==> src/rtl/cam_sccb_init.sv <==
// cam_sccb_init
//   Write-only SCCB master that loads a fixed OV7670 register table after
//   reset (RGB565, QQVGA 160x120, divided PCLK) and can replay it on request.
//   Each entry is written as one three-byte frame: 0x42, reg, val.
//
// Ports
//   clk        in   single clock for all logic
//   rst        in   asynchronous, active-low reset
//   start      in   one-cycle pulse; replays the table, honoured only in DONE
//   sioc       out  SCCB clock, push-pull, idle high
//   siod_oe    out  1 pulls SIOD low, 0 releases it (external pull-up)
//   busy       out  high from reset release to table end, and during a replay
//   done       out  high in DONE only
//   idx        out  index of the table entry in flight or last sent
//   dbg_state  out  current FSM state (state_t encoding)
//
// Parameters
//   CLK_HZ, SCCB_HZ  quarter-bit divider QDIV = CLK_HZ/(4*SCCB_HZ), must be >= 2
//   PWRUP_CYC        wait after reset release and after the soft-reset entry
//
// Build option
//   CAM_COLORBAR_EN  when defined, COM7=0x16 and SCALING_YSC=0xB5 select the
//                    8-bar colour test pattern; table length and timing unchanged.

module cam_sccb_init #(
   parameter int unsigned CLK_HZ    = 25000000,
   parameter int unsigned SCCB_HZ   = 100000,
   parameter int unsigned PWRUP_CYC = 25000
) (
   input  logic       clk,
   input  logic       rst,
   input  logic       start,
   output logic       sioc,
   output logic       siod_oe,
   output logic       busy,
   output logic       done,
   output logic [4:0] idx,
   output logic [2:0] dbg_state
);

   localparam int unsigned QDIV = CLK_HZ / (4 * SCCB_HZ);
   localparam int unsigned QW   = (QDIV > 1) ? $clog2(QDIV) : 1;
   localparam int unsigned CW   = $clog2(PWRUP_CYC + 1);

   localparam logic [QW-1:0] Q_LAST       = QW'(QDIV - 1);
   localparam logic [CW-1:0] PWRUP_LAST   = CW'(PWRUP_CYC);
   localparam logic [CW-1:0] RSTWAIT_LAST = CW'(PWRUP_CYC - 1);
   localparam logic [4:0]    LAST_IDX     = 5'd11;
   localparam logic [4:0]    LAST_BIT     = 5'd26;
   localparam logic [7:0]    DEV_ADDR     = 8'h42;
   localparam logic [15:0]   SOFT_RESET   = 16'h1280;

`ifdef CAM_COLORBAR_EN
   localparam logic [7:0] COM7_VAL = 8'h16;
   localparam logic [7:0] SCALY_VAL = 8'hB5;
`else
   localparam logic [7:0] COM7_VAL = 8'h14;
   localparam logic [7:0] SCALY_VAL = 8'h35;
`endif

   typedef enum logic [2:0] {
      S_PWRUP, S_START, S_BIT, S_STOP, S_GAP, S_RSTWAIT, S_NEXT, S_DONE
   } state_t;

   function automatic logic [15:0] table_entry(input logic [4:0] i);
      case (i)
         5'd0:    table_entry = SOFT_RESET;
         5'd1:    table_entry = {8'h12, COM7_VAL};
         5'd2:    table_entry = 16'h40D0;
         5'd3:    table_entry = 16'h8C00;
         5'd4:    table_entry = 16'h0C04;
         5'd5:    table_entry = 16'h3E1A;
         5'd6:    table_entry = 16'h703A;
         5'd7:    table_entry = {8'h71, SCALY_VAL};
         5'd8:    table_entry = 16'h7222;
         5'd9:    table_entry = 16'h73F2;
         5'd10:   table_entry = 16'hA202;
         5'd11:   table_entry = 16'h1101;
         default: table_entry = 16'h0000;
      endcase
   endfunction

   state_t        state_q, state_d;
   logic [QW-1:0] qdiv_q, qdiv_d;
   logic [1:0]    qtr_q, qtr_d;
   logic [4:0]    bit_q, bit_d;
   logic [CW-1:0] cnt_q, cnt_d;
   logic [4:0]    idx_q, idx_d;
   logic          sioc_q, sioc_d;
   logic          siod_oe_q, siod_oe_d;
   logic          busy_q, busy_d;
   logic          done_q, done_d;

   logic          q_tick;
   logic [15:0]   entry;
   logic [26:0]   frame;

   always_comb begin
      state_d   = state_q;
      qdiv_d    = qdiv_q;
      qtr_d     = qtr_q;
      bit_d     = bit_q;
      cnt_d     = cnt_q;
      idx_d     = idx_q;
      sioc_d    = sioc_q;
      siod_oe_d = siod_oe_q;
      busy_d    = busy_q;
      done_d    = done_q;

      entry  = table_entry(idx_q);
      // The 9th bit of each byte is a 1 so SIOD is released for the slave's ACK.
      frame  = {DEV_ADDR, 1'b1, entry[15:8], 1'b1, entry[7:0], 1'b1};
      q_tick = (qdiv_q == Q_LAST);

      // The quarter divider only runs while a frame occupies the bus; it sits
      // at zero otherwise, so every frame state is entered on a quarter boundary.
      if ((state_q == S_START) || (state_q == S_BIT) ||
          (state_q == S_STOP)  || (state_q == S_GAP)) begin
         qdiv_d = q_tick ? '0 : qdiv_q + 1'b1;
         if (q_tick) qtr_d = qtr_q + 2'd1;
      end

      case (state_q)
         S_PWRUP: begin
            busy_d = 1'b1;
            if (cnt_q == PWRUP_LAST) begin
               cnt_d     = '0;
               siod_oe_d = 1'b1;          // START condition: SIOD falls, SIOC high
               state_d   = S_START;
            end else begin
               cnt_d = cnt_q + 1'b1;
            end
         end
         S_START: begin
            if (q_tick && (qtr_q == 2'd1)) begin
               sioc_d  = 1'b0;
               qtr_d   = '0;
               bit_d   = '0;
               state_d = S_BIT;
            end
         end
         S_BIT: begin
            // Data moves one cycle into quarter 0, when SIOC has been low for a
            // full cycle, so it never changes on the same edge SIOC falls.
            if ((qtr_q == 2'd0) && (qdiv_q == '0)) siod_oe_d = ~frame[LAST_BIT - bit_q];
            if (q_tick) begin
               case (qtr_q)
                  2'd0: sioc_d = 1'b1;
                  2'd2: sioc_d = 1'b0;
                  2'd3: begin
                     if (bit_q == LAST_BIT) state_d = S_STOP;
                     else bit_d = bit_q + 5'd1;
                  end
                  default: ;
               endcase
            end
         end
         S_STOP: begin
            if ((qtr_q == 2'd0) && (qdiv_q == '0)) siod_oe_d = 1'b1;
            if (q_tick) begin
               if (qtr_q == 2'd0) begin
                  sioc_d = 1'b1;
               end else if (qtr_q == 2'd1) begin
                  siod_oe_d = 1'b0;       // STOP condition: SIOD rises, SIOC high
               end else begin
                  qtr_d   = '0;
                  state_d = S_GAP;
               end
            end
         end
         S_GAP: begin
            if (q_tick && (qtr_q == 2'd3)) begin
               cnt_d   = '0;
               state_d = (entry == SOFT_RESET) ? S_RSTWAIT : S_NEXT;
            end
         end
         S_RSTWAIT: begin
            if (cnt_q == RSTWAIT_LAST) begin
               cnt_d   = '0;
               state_d = S_NEXT;
            end else begin
               cnt_d = cnt_q + 1'b1;
            end
         end
         S_NEXT: begin
            // idx keeps pointing at the last entry once the table is finished.
            if (idx_q == LAST_IDX) begin
               busy_d  = 1'b0;
               done_d  = 1'b1;
               state_d = S_DONE;
            end else begin
               idx_d     = idx_q + 5'd1;
               siod_oe_d = 1'b1;
               state_d   = S_START;
            end
         end
         S_DONE: begin
            if (start) begin
               idx_d     = '0;
               busy_d    = 1'b1;
               done_d    = 1'b0;
               siod_oe_d = 1'b1;
               state_d   = S_START;
            end
         end
         default: state_d = S_PWRUP;
      endcase
   end

   always_ff @(posedge clk or negedge rst) begin
      if (!rst) begin
         state_q   <= S_PWRUP;
         qdiv_q    <= '0;
         qtr_q     <= '0;
         bit_q     <= '0;
         cnt_q     <= '0;
         idx_q     <= '0;
         sioc_q    <= 1'b1;
         siod_oe_q <= 1'b0;
         busy_q    <= 1'b0;
         done_q    <= 1'b0;
      end else begin
         state_q   <= state_d;
         qdiv_q    <= qdiv_d;
         qtr_q     <= qtr_d;
         bit_q     <= bit_d;
         cnt_q     <= cnt_d;
         idx_q     <= idx_d;
         sioc_q    <= sioc_d;
         siod_oe_q <= siod_oe_d;
         busy_q    <= busy_d;
         done_q    <= done_d;
      end
   end

   assign sioc      = sioc_q;
   assign siod_oe   = siod_oe_q;
   assign busy      = busy_q;
   assign done      = done_q;
   assign idx       = idx_q;
   assign dbg_state = state_q;

endmodule

==> config.mk <==
export PLATFORM = sky130hd
export DESIGN_NAME = cam_sccb_init
export DESIGN_NICKNAME = d
export VERILOG_FILES = /design/src/rtl/cam_sccb_init.sv
export SDC_FILE = /design/constraint.sdc
export NUM_CORES = 1
export LEC_CHECK = 0
export ABC_AREA = 1
export BUFFER_PORTS_ARGS = -buffer_cell sky130_fd_sc_hd__buf_2
export CORE_ASPECT_RATIO = 2
export CORE_MARGIN = 2
export CORE_UTILIZATION = 56
export CTS_BUF_LIST = sky130_fd_sc_hd__clkbuf_4 sky130_fd_sc_hd__clkbuf_8
export CTS_CLUSTER_DIAMETER = 200
export DETAILED_ROUTE_END_ITERATION = 7
export PLACE_DENSITY = 0.74
export SETUP_SLACK_MARGIN = 0.1
export SYNTH_ARGS = -nofsm -noshare
export SYNTH_HDL_FRONTEND = slang
export SYNTH_SLANG_ARGS = --single-unit
==> constraint.sdc <==
create_clock -name clk -period 2.67 [get_ports clk]
set_input_delay 0.4005 -clock clk [delete_from_list [all_inputs] [get_ports clk]]
set_output_delay 0.4005 -clock clk [all_outputs]
set_load 0.005 [all_outputs]
==> results of run 1 <==
==> cells in the final DEF (no fill, tap or decap), types with 3 or more instances in the layout <==
| master | n |
|---|---|
| nor2_1 | 50 |
| buf_2 | 14 |
| clkbuf_8 | 5 |
| nor2_2 | 6 |
| nand2_1 | 110 |
| dfrtp_1 | 39 |
| nor4_1 | 4 |
| o21ai_0 | 31 |
| nand2_2 | 4 |
| xnor2_1 | 3 |
| nand3_1 | 41 |
| ha_1 | 21 |
| nor3b_2 | 3 |
| o22ai_1 | 4 |
| nor3_1 | 9 |
| xor2_1 | 6 |
| a21oi_1 | 22 |
| nand4_1 | 13 |
| inv_2 | 7 |
| nor3b_1 | 5 |
| inv_1 | 67 |
| o21ai_1 | 6 |
==> power groups by stage <==
stage                     sequential, uW  combinational [uW]  clock (uW)
after floorplan                      617             0.00907           0
after global placement               617                13.6           0
after detailed placement             617                14.0           0
after CTS                            605                14.0         432
after global routing                 605                15.8         451
final                                605                13.2         417
==> how the worst min path moves through the flow <==
stage | endpoint | slack (ns) | cells after the start
2_1_floorplan | bit_q[0]$_DFFE_PN0P_ | 0.10 | 0
3_3_place_gp | qdiv_q[5]$_DFFE_PN0N_ | 0.48 | 1
3_5_place_dp | qdiv_q[5]$_DFFE_PN0N_ | 0.48 | 1
4_1_cts | cnt_q[0]$_DFFE_PN0P_ | 0.24 | 1
5_1_grt | cnt_q[0]$_DFFE_PN0P_ | 0.29 | 1
6_report | idx[4]$_DFFE_PN0P_ | 0.21 | 1
==> critical path, stage by stage (launching register included) <==
cell	delay [ns]
dfrtp_1	0.43
inv_1	0.21
ha_1	0.30
nand2_1	0.11
inv_1	0.08
o21ai_0	0.23
nand4_1	0.11
nor2_1	0.18
a21oi_1	0.09
o21ai_1	0.12
nand2_1	0.06
==> sequential cells by signal (all words and copies together), names as in the netlist <==
signal	flops
sioc	1
qtr_q	2
busy	1
dbg_state	3
cnt_q	15
bit_q	5
qdiv_q	6
done	1
siod_oe	1
idx	5
==> cell type report <==
| class | count | area [um2] |
|---|---|---|
| Multi-Input combinational cell | 356 | 1930 |
| Timing Repair Buffer | 15 | 77.6 |
| Tap cell | 61 | 76.3 |
| Sequential cell | 40 | 1000 |
| Fill cell | 581 | 2200 |
| Clock inverter | 3 | 18.8 |
| Clock buffer | 5 | 68.8 |
| Inverter | 76 | 285 |
==> metal layers <==
layer / part of all wire, % / track usage (%) / up-vias
li1: - / - / 1591
met1: 37 / 28.1 / 1433
met5: 0 / 0 / -
met4: 5.6 / 18.6 / 0
met3: 2.4 / 3.37 / 35
met2: 55 / 51.1 / 66
==> metrics by stage <==
stage,total power [uW],util [%],setup slack (ns),instance area (um2)
finish,1040,61.2,0.623,3460
global route,1070,61.2,0.321,3460
CTS,1050,61.2,0.627,3460
detailed placement,631,59.6,0.647,3370
global placement,631,59.6,0.687,3370
floorplan,617,-,0.652,3260
==> cell families (layout without fill, tap and decap cells) <==
family / after synthesis / count (layout) / synth area share [%]
and+or+nand+nor: 254 / 254 / 36.5
xor gates and xnor gates: 9 / 9 / 2.42
AOI/OAI and AO/OA: 72 / 72 / 12.3
DFF: 40 / 40 / 30.7
adders and majority gates: 21 / 21 / 8.06
buffers and inverters: 83 / 99 / 9.94
==> summary.txt, run 1 <==
Run status
  – Status: complete, no violations

Power and ir drop
  – Share of total power in combinational logic: 1.3%
  – Sequential power share: 58.4%
  – Part of the power in the clock network: 40.3%
  – Peak supply drop: 351 uV
  – Net Sw Power: 247 uW
  – Switching share of power: 23.9%
  – Lkg Pwr: 0.00172 uW
  – Internal Pwr Total: 788 uW
  – Cell Pwr Density: 299 nW/um2

Logic synthesis
  – Syn_nets: 503
  – Cell taking the most area after synthesis: dfrtp_1
  – Most frequent cell after synthesis: nand2_1
  – Post-synth top flop: dfrtp_1
  – Post-synthesis sequential area ratio: 30.7%
  – Post-synth EDFFs: 0
  – Total of warnings raised by yosys: 0
  – Most frequent cells after synthesis: 110 x nand2_1, 67 x inv_1, 50 x nor2_1
  – Fraction of registers with async set/reset: 100%
  – Post-synth top area share: 29.9%
  – Top area cells in the synthesized netlist: dfrtp_1 30%, nand2_1 13%, ha_1 8.1%
  – Mapped Cells: 479
  – Post-Synthesis Cell Area: 3260 um2
  – Distinct cells, synth: 40
  – #FFs+latches synth: 40
  – Post-Syn Area per Cell: 6.80 um2

Global routing
  – Gr ovfl total: 0
  – Pin count of the biggest net entering global routing: 41
  – First-pass GRT wire length: 13,900 um
  – Vias in the first global route: 3,147
  – Antenna violations before repair: 0
  – GRT Total Usage: 28.0%

Setup path
  – FF-to-FF Start: idx[0]$_DFFE_PN0P_
  – CP Capture Point: dbg_state[1]$_DFFE_PN0P_
  – FF-to-FF setup slack: 0.62 ns
  – Reg2reg end: dbg_state[1]$_DFFE_PN0P_
  – Worst setup path start: idx[0]$_DFFE_PN0P_
  – Critical Path AT: 2.25 ns
  – Critical path type: flop to flop
  – Crit start category: flop
  – Crit. End Element: flop
  – Critical Path RT: 2.88 ns
  – Critical path peak fanout: 8
  – Worst R2R Path Depth: 10

Timing
  – Worst-Margin Slew: 0.927 ns
  – Fin crit period: 2.05 ns
  – Hold slack: 0.211 ns
  – Setup TNS: 0 ns
  – Rel. slew slack: 38.2%
  – Fmax achieved: 488 MHz
  – Max-slew violation count: 0
  – Unrepaired setup endpoints after global routing: no
  – Skew final: 0.00807 ns
  – Final-report hold violation count: 0
  – Setup violators final: 0
  – Crit share post-route: 76.7%

Min path
  – Worst min path class: primary input to asynchronous set/reset pin

Clock tree
  – CTS buffer count: 5
  – Worst-path clk slew: 0.08 ns
  – Post-CTS setup buffers: 0
  – CTS Hold Buffers Added: 0
  – Worst-Skew Late Latency: 0.31 ns
  – CTS tree: done
  – Clk buf depth: 2
  – CTS Root Cell: clkbuf_8
  – Sinks on Clock Net: 40
  – Post-cts sizing count: 0
  – Max H-tree Level: 2

Final layout
  – Ant diodes: 0
  – Layout area overhead: 6.22%
  – Non-filler cells, final: 556
  – Share of layout cells above drive strength 1: 10.7%
  – Number of nets in the layout: 518

Die
  – Die W: 57.9 um
  – Die area: 6480 um2
  – Ports placed on the boundary: 15
  – Site Rows: 39
  – Initial Util: 57.6%
  – Die H: 112 um
  – Core area: 5660 um2

Routing
  – DR DRC count: 0
  – ANT nets after route: 0
  – Vias: 3,125
  – Pre-antenna DRT Iters: 4
  – Iter 0 DRT Violations: 218
  – Wirelength per Cell: 14.9 um
  – Wirelength, routed: 8290 um
  – Avg Vias per Cell: 5.62

Placement
  – Post-DP HPWL: 6560 um
  – GPL Wtd Cong: 1.01
  – Placed insts: 548
  – Buffers on Ports: 14

Run
  – Max Cap Violations: 0
(Power assumes the default switching activity.)
==> run 2: changes to the inputs <==
==> constraint.sdc (replaced) <==
create_clock -name clk -period 2.05 [get_ports clk]
set_input_delay 0.3075 -clock clk [delete_from_list [all_inputs] [get_ports clk]]
set_output_delay 0.3075 -clock clk [all_outputs]
set_load 0.005 [all_outputs]
==> run 2 against run 1 <==
  * Critical path depth decreased by 1
  * Clock skew about the same
  * Count of clock-buffer cells in the layout increased by 2
  * Sequential cell count unchanged
  * Core utilization increased by 3.9 points
  * Register-to-register slack got worse by 0.47 ns
  * Worst hold slack got worse by 0.16 ns
  * Global-route usage increased by 1.1 points
  * Combinational power increased by 39%
  * Maximum frequency increased by 8.1%
  * First-iteration DRC count increased by 32%
  * Critical endpoint is now bit_q[2]$_DFFE_PN0P_
  * Largest cell class unchanged
==> summary.txt, run 2 (synthesis gave the netlist of run 1 again) <==
Setup path
  – Critical Path AT: 2.11 ns (-0.14 ns)
  – Worst-path cell chain: nor2_2 > nand2_1 > inv_2 > o21ai_1 > o22ai_1 > nand2_4 > inv_1 > nand2_1 > o22ai_1
  – Worst setup path start: dbg_state[0]$_DFFE_PN0P_
  – CP Capture Point: bit_q[2]$_DFFE_PN0P_
  – Crit start category: flop
  – Slowest cell on crit path: dfrtp_1
  – Crit-path max cell delay: 0.50 ns (+0.07 ns)
  – Buf+Inv Stages, Crit Path: 2 (unchanged)
  – Critical path type: flop to flop
  – Crit. End Element: flop
  – FF-to-FF setup slack: 0.16 ns (-0.47 ns)
  – Critical Path RT: 2.26 ns (-0.62 ns)
  – Reg2reg end: bit_q[2]$_DFFE_PN0P_
  – CP top delay family: compound AO/OA/AOI/OAI gates
  – FF-to-FF Start: dbg_state[0]$_DFFE_PN0P_
  – Worst R2R Path Depth: 9 (-1)
  – Stages on worst setup path: 9 (-1)
  – Critical path peak fanout: 8 (unchanged)

Timing
  – Worst-Margin Slew: 0.516 ns (-0.411 ns)
  – Setup TNS: 0 ns (unchanged)
  – Hold slack: 0.0521 ns (-0.159 ns)
  – Unrepaired setup endpoints after global routing: yes
  – Fin crit period: 1.89 ns (-0.154 ns)
  – Max-slew violation count: 0 (unchanged)
  – Crit share post-route: 92.4% (+16 points)
  – Setup violators final: 0 (unchanged)
  – Skew final: 0.00844 ns (+0.000364 ns)
  – Fmax achieved: 528 MHz (+8.1%)
  – Final-report hold violation count: 0 (unchanged)
  – Rel. slew slack: 65.6% (+27 points)

Clock tree
  – CTS Root Cell: clkbuf_8
  – CTS Hold Buffers Added: 0 (unchanged)
  – CTS buffer count: 5 (unchanged)
  – CTS tree: done
  – Worst-Skew Late Latency: 0.30 ns (about the same)
  – Max H-tree Level: 2 (unchanged)
  – Worst-path clk slew: 0.08 ns (about the same)
  – Sinks on Clock Net: 40 (unchanged)
  – Clk buf depth: 2 (unchanged)

Routing
  – Wirelength, routed: 8620 um (+4.0%)
  – Wirelength per Cell: 15.0 um (+0.87%)
  – Highest metal layer with signal wires: met4
  – Pre-antenna DRT Iters: 4 (unchanged)
  – Avg Vias per Cell: 5.60 (-0.33%)
  – ANT nets after route: 0 (unchanged)
  – DR DRC count: 0 (unchanged)
  – Routed met3 length: 246 um (+23%)
  – Iter 0 DRT Violations: 287 (+32%)
  – Vias: 3,210 (+2.7%)
  – Post-Route M1 WL: 3090 um (+1.8%)
  – Met2 routed WL: 4760 um (+3.9%)

Power and ir drop
  – Internal Pwr Total: 1060 uW (+34%)
  – Peak supply drop: 475 uV (+35%)
  – Sequential power share: 58.6% (+0.2 points)
  – Net Sw Power: 288 uW (+17%)
  – Share of total power in combinational logic: 1.4% (about the same)
  – Part of the power in the clock network: 40.0% (-0.3 points)
  – Lkg Pwr: 0.00182 uW (+5.4%)
  – Switching share of power: 21.4% (-2.4 points)
  – Cell Pwr Density: 365 nW/um2 (+22%)

Global routing
  – Pin count of the biggest net entering global routing: 41 (unchanged)
  – Antenna violations before repair: 0 (unchanged)
  – Gr ovfl total: 0 (unchanged)
  – First-pass GRT wire length: 14,600 um (+4.7%)
  – Vias in the first global route: 3,347 (+6.4%)
  – GRT Total Usage: 29.1% (+1.1 points)

Die
  – Site Rows: 39 (unchanged)
  – Initial Util: 57.6% (unchanged)
  – Core area: 5660 um2 (unchanged)
  – Die area: 6480 um2 (unchanged)
  – Die W: 57.9 um (unchanged)
  – Ports placed on the boundary: 15 (unchanged)
  – Die H: 112 um (unchanged)

Final layout
  – Ant diodes: 0 (unchanged)
  – Largest register FFs: 15 (unchanged)
  – Most common cell after layout, fill and taps aside: nand2_1
  – Largest registers: cnt_q (15), qdiv_q (6)
  – Number of nets in the layout: 535 (+3.3%)
  – Fill count: 531 (-8.6%)
  – Share of layout cells above drive strength 1: 17.6% (+6.9 points)
  – Layout area overhead: 12.9%
  – Top reg by flops: cnt_q
  – Non-filler cells, final: 573 (+3.1%)
  – Most frequent cells in the layout: 109 x nand2_1, 64 x inv_1, 46 x nor2_1

Placement
  – Buffers on Ports: 14 (unchanged)
  – Post-DP HPWL: 6700 um (+2.1%)
  – Placed insts: 560 (+2.2%)
  – GPL Wtd Cong: 0.931 (-7.6%)

Run
  – Max Cap Violations: 0 (unchanged)

Run status
  – Status: complete, no violations

Min path
  – Worst min path class: primary input to asynchronous set/reset pin
-- run 2: changes by cell type in the layout (fill, tap and decap cells not counted), moves of 3 or more --
cell | previous run | this run
buf_4 | 1 | 18
dfrtp_1 | 39 | 35
dfrtp_2 | 0 | 4
nor2_1 | 50 | 46
ha_1 | 21 | 18
inv_1 | 67 | 64
inv_2 | 7 | 10
nor2_2 | 6 | 9
-- run 2: power by group through the flow --
stage | Clock, uW | Sequential [uW] | Combinational (uW)
after global placement | 0 | 804 | 19.1
after detailed placement | 0 | 804 | 19.6
final | 538 | 789 | 18.3
after global routing | 582 | 788 | 22.1
after floorplan | 0 | 804 | 0.0115
after CTS | 553 | 788 | 19.4
-- run 2: per-layer routing --
metal / vias up / global-route usage, %
li1: 1623 / -
met4: 0 / 18.3
met1: 1463 / 28.5
met3: 37 / 2.90
met2: 87 / 54.5
met5: - / 0
-- run 2: how the worst min path moves through the flow --
stage / slack, ns / cells past startpoint / from / end
after detailed placement: 0.40 / 2 / rst / cnt_q[3]$_DFFE_PN0P_
after global placement: 0.39 / 2 / rst / cnt_q[2]$_DFFE_PN0P_
final: 0.05 / 2 / rst / cnt_q[0]$_DFFE_PN0P_
after global routing: 0.10 / 2 / rst / cnt_q[0]$_DFFE_PN0P_
after CTS: 0.07 / 2 / rst / cnt_q[0]$_DFFE_PN0P_
after floorplan: 0.01 / 0 / rst / bit_q[0]$_DFFE_PN0P_
-- run 2: worst register-to-register path: stages (launching register included) --
cell and delay, ns:
dfrtp_1 0.50, nor2_2 0.20, nand2_1 0.13, inv_2 0.14, o21ai_1 0.14, o22ai_1 0.26, nand2_4 0.11, inv_1 0.10
nand2_1 0.09, o22ai_1 0.14
-- run 2: layout make-up --
| type | count | area, um2 | share of cell area [%] |
|---|---|---|---|
| well taps | 61 | 76.3 | 2.07 |
| inverters | 76 | 287 | 7.78 |
| multi-input cells | 356 | 2020 | 54.8 |
| clock inverters | 1 | 5.00 | 0.136 |
| clock buffers | 7 | 83.8 | 2.28 |
| repair buffers | 32 | 205 | 5.57 |
| flip-flops and latches | 40 | 1010 | 27.4 |
-- run 2: repair_timing --
| action | 4_1_cts | 5_1_grt |
|---|---|---|
| pin swaps | 0 | 11 |
| endpoints found under the hold margin | 0 | 0 |
| buffers inserted | 0 | 5 |
| resized for setup | 2 | 24 |
| cloned | 0 | 0 |
| setup endpoints to repair | 1 | 18 |
-- run 2: metrics by stage --
step	setup WS, ns	instance area (um2)	utilization [%]	power (uW)
finish	0.156	3680	65.0	1340
global route	0.0448	3680	65.0	1390
CTS	0.140	3560	62.9	1360
detailed placement	0.0891	3470	61.2	824
global placement	0.159	3470	61.2	823
floorplan	0.130	3260	-	804
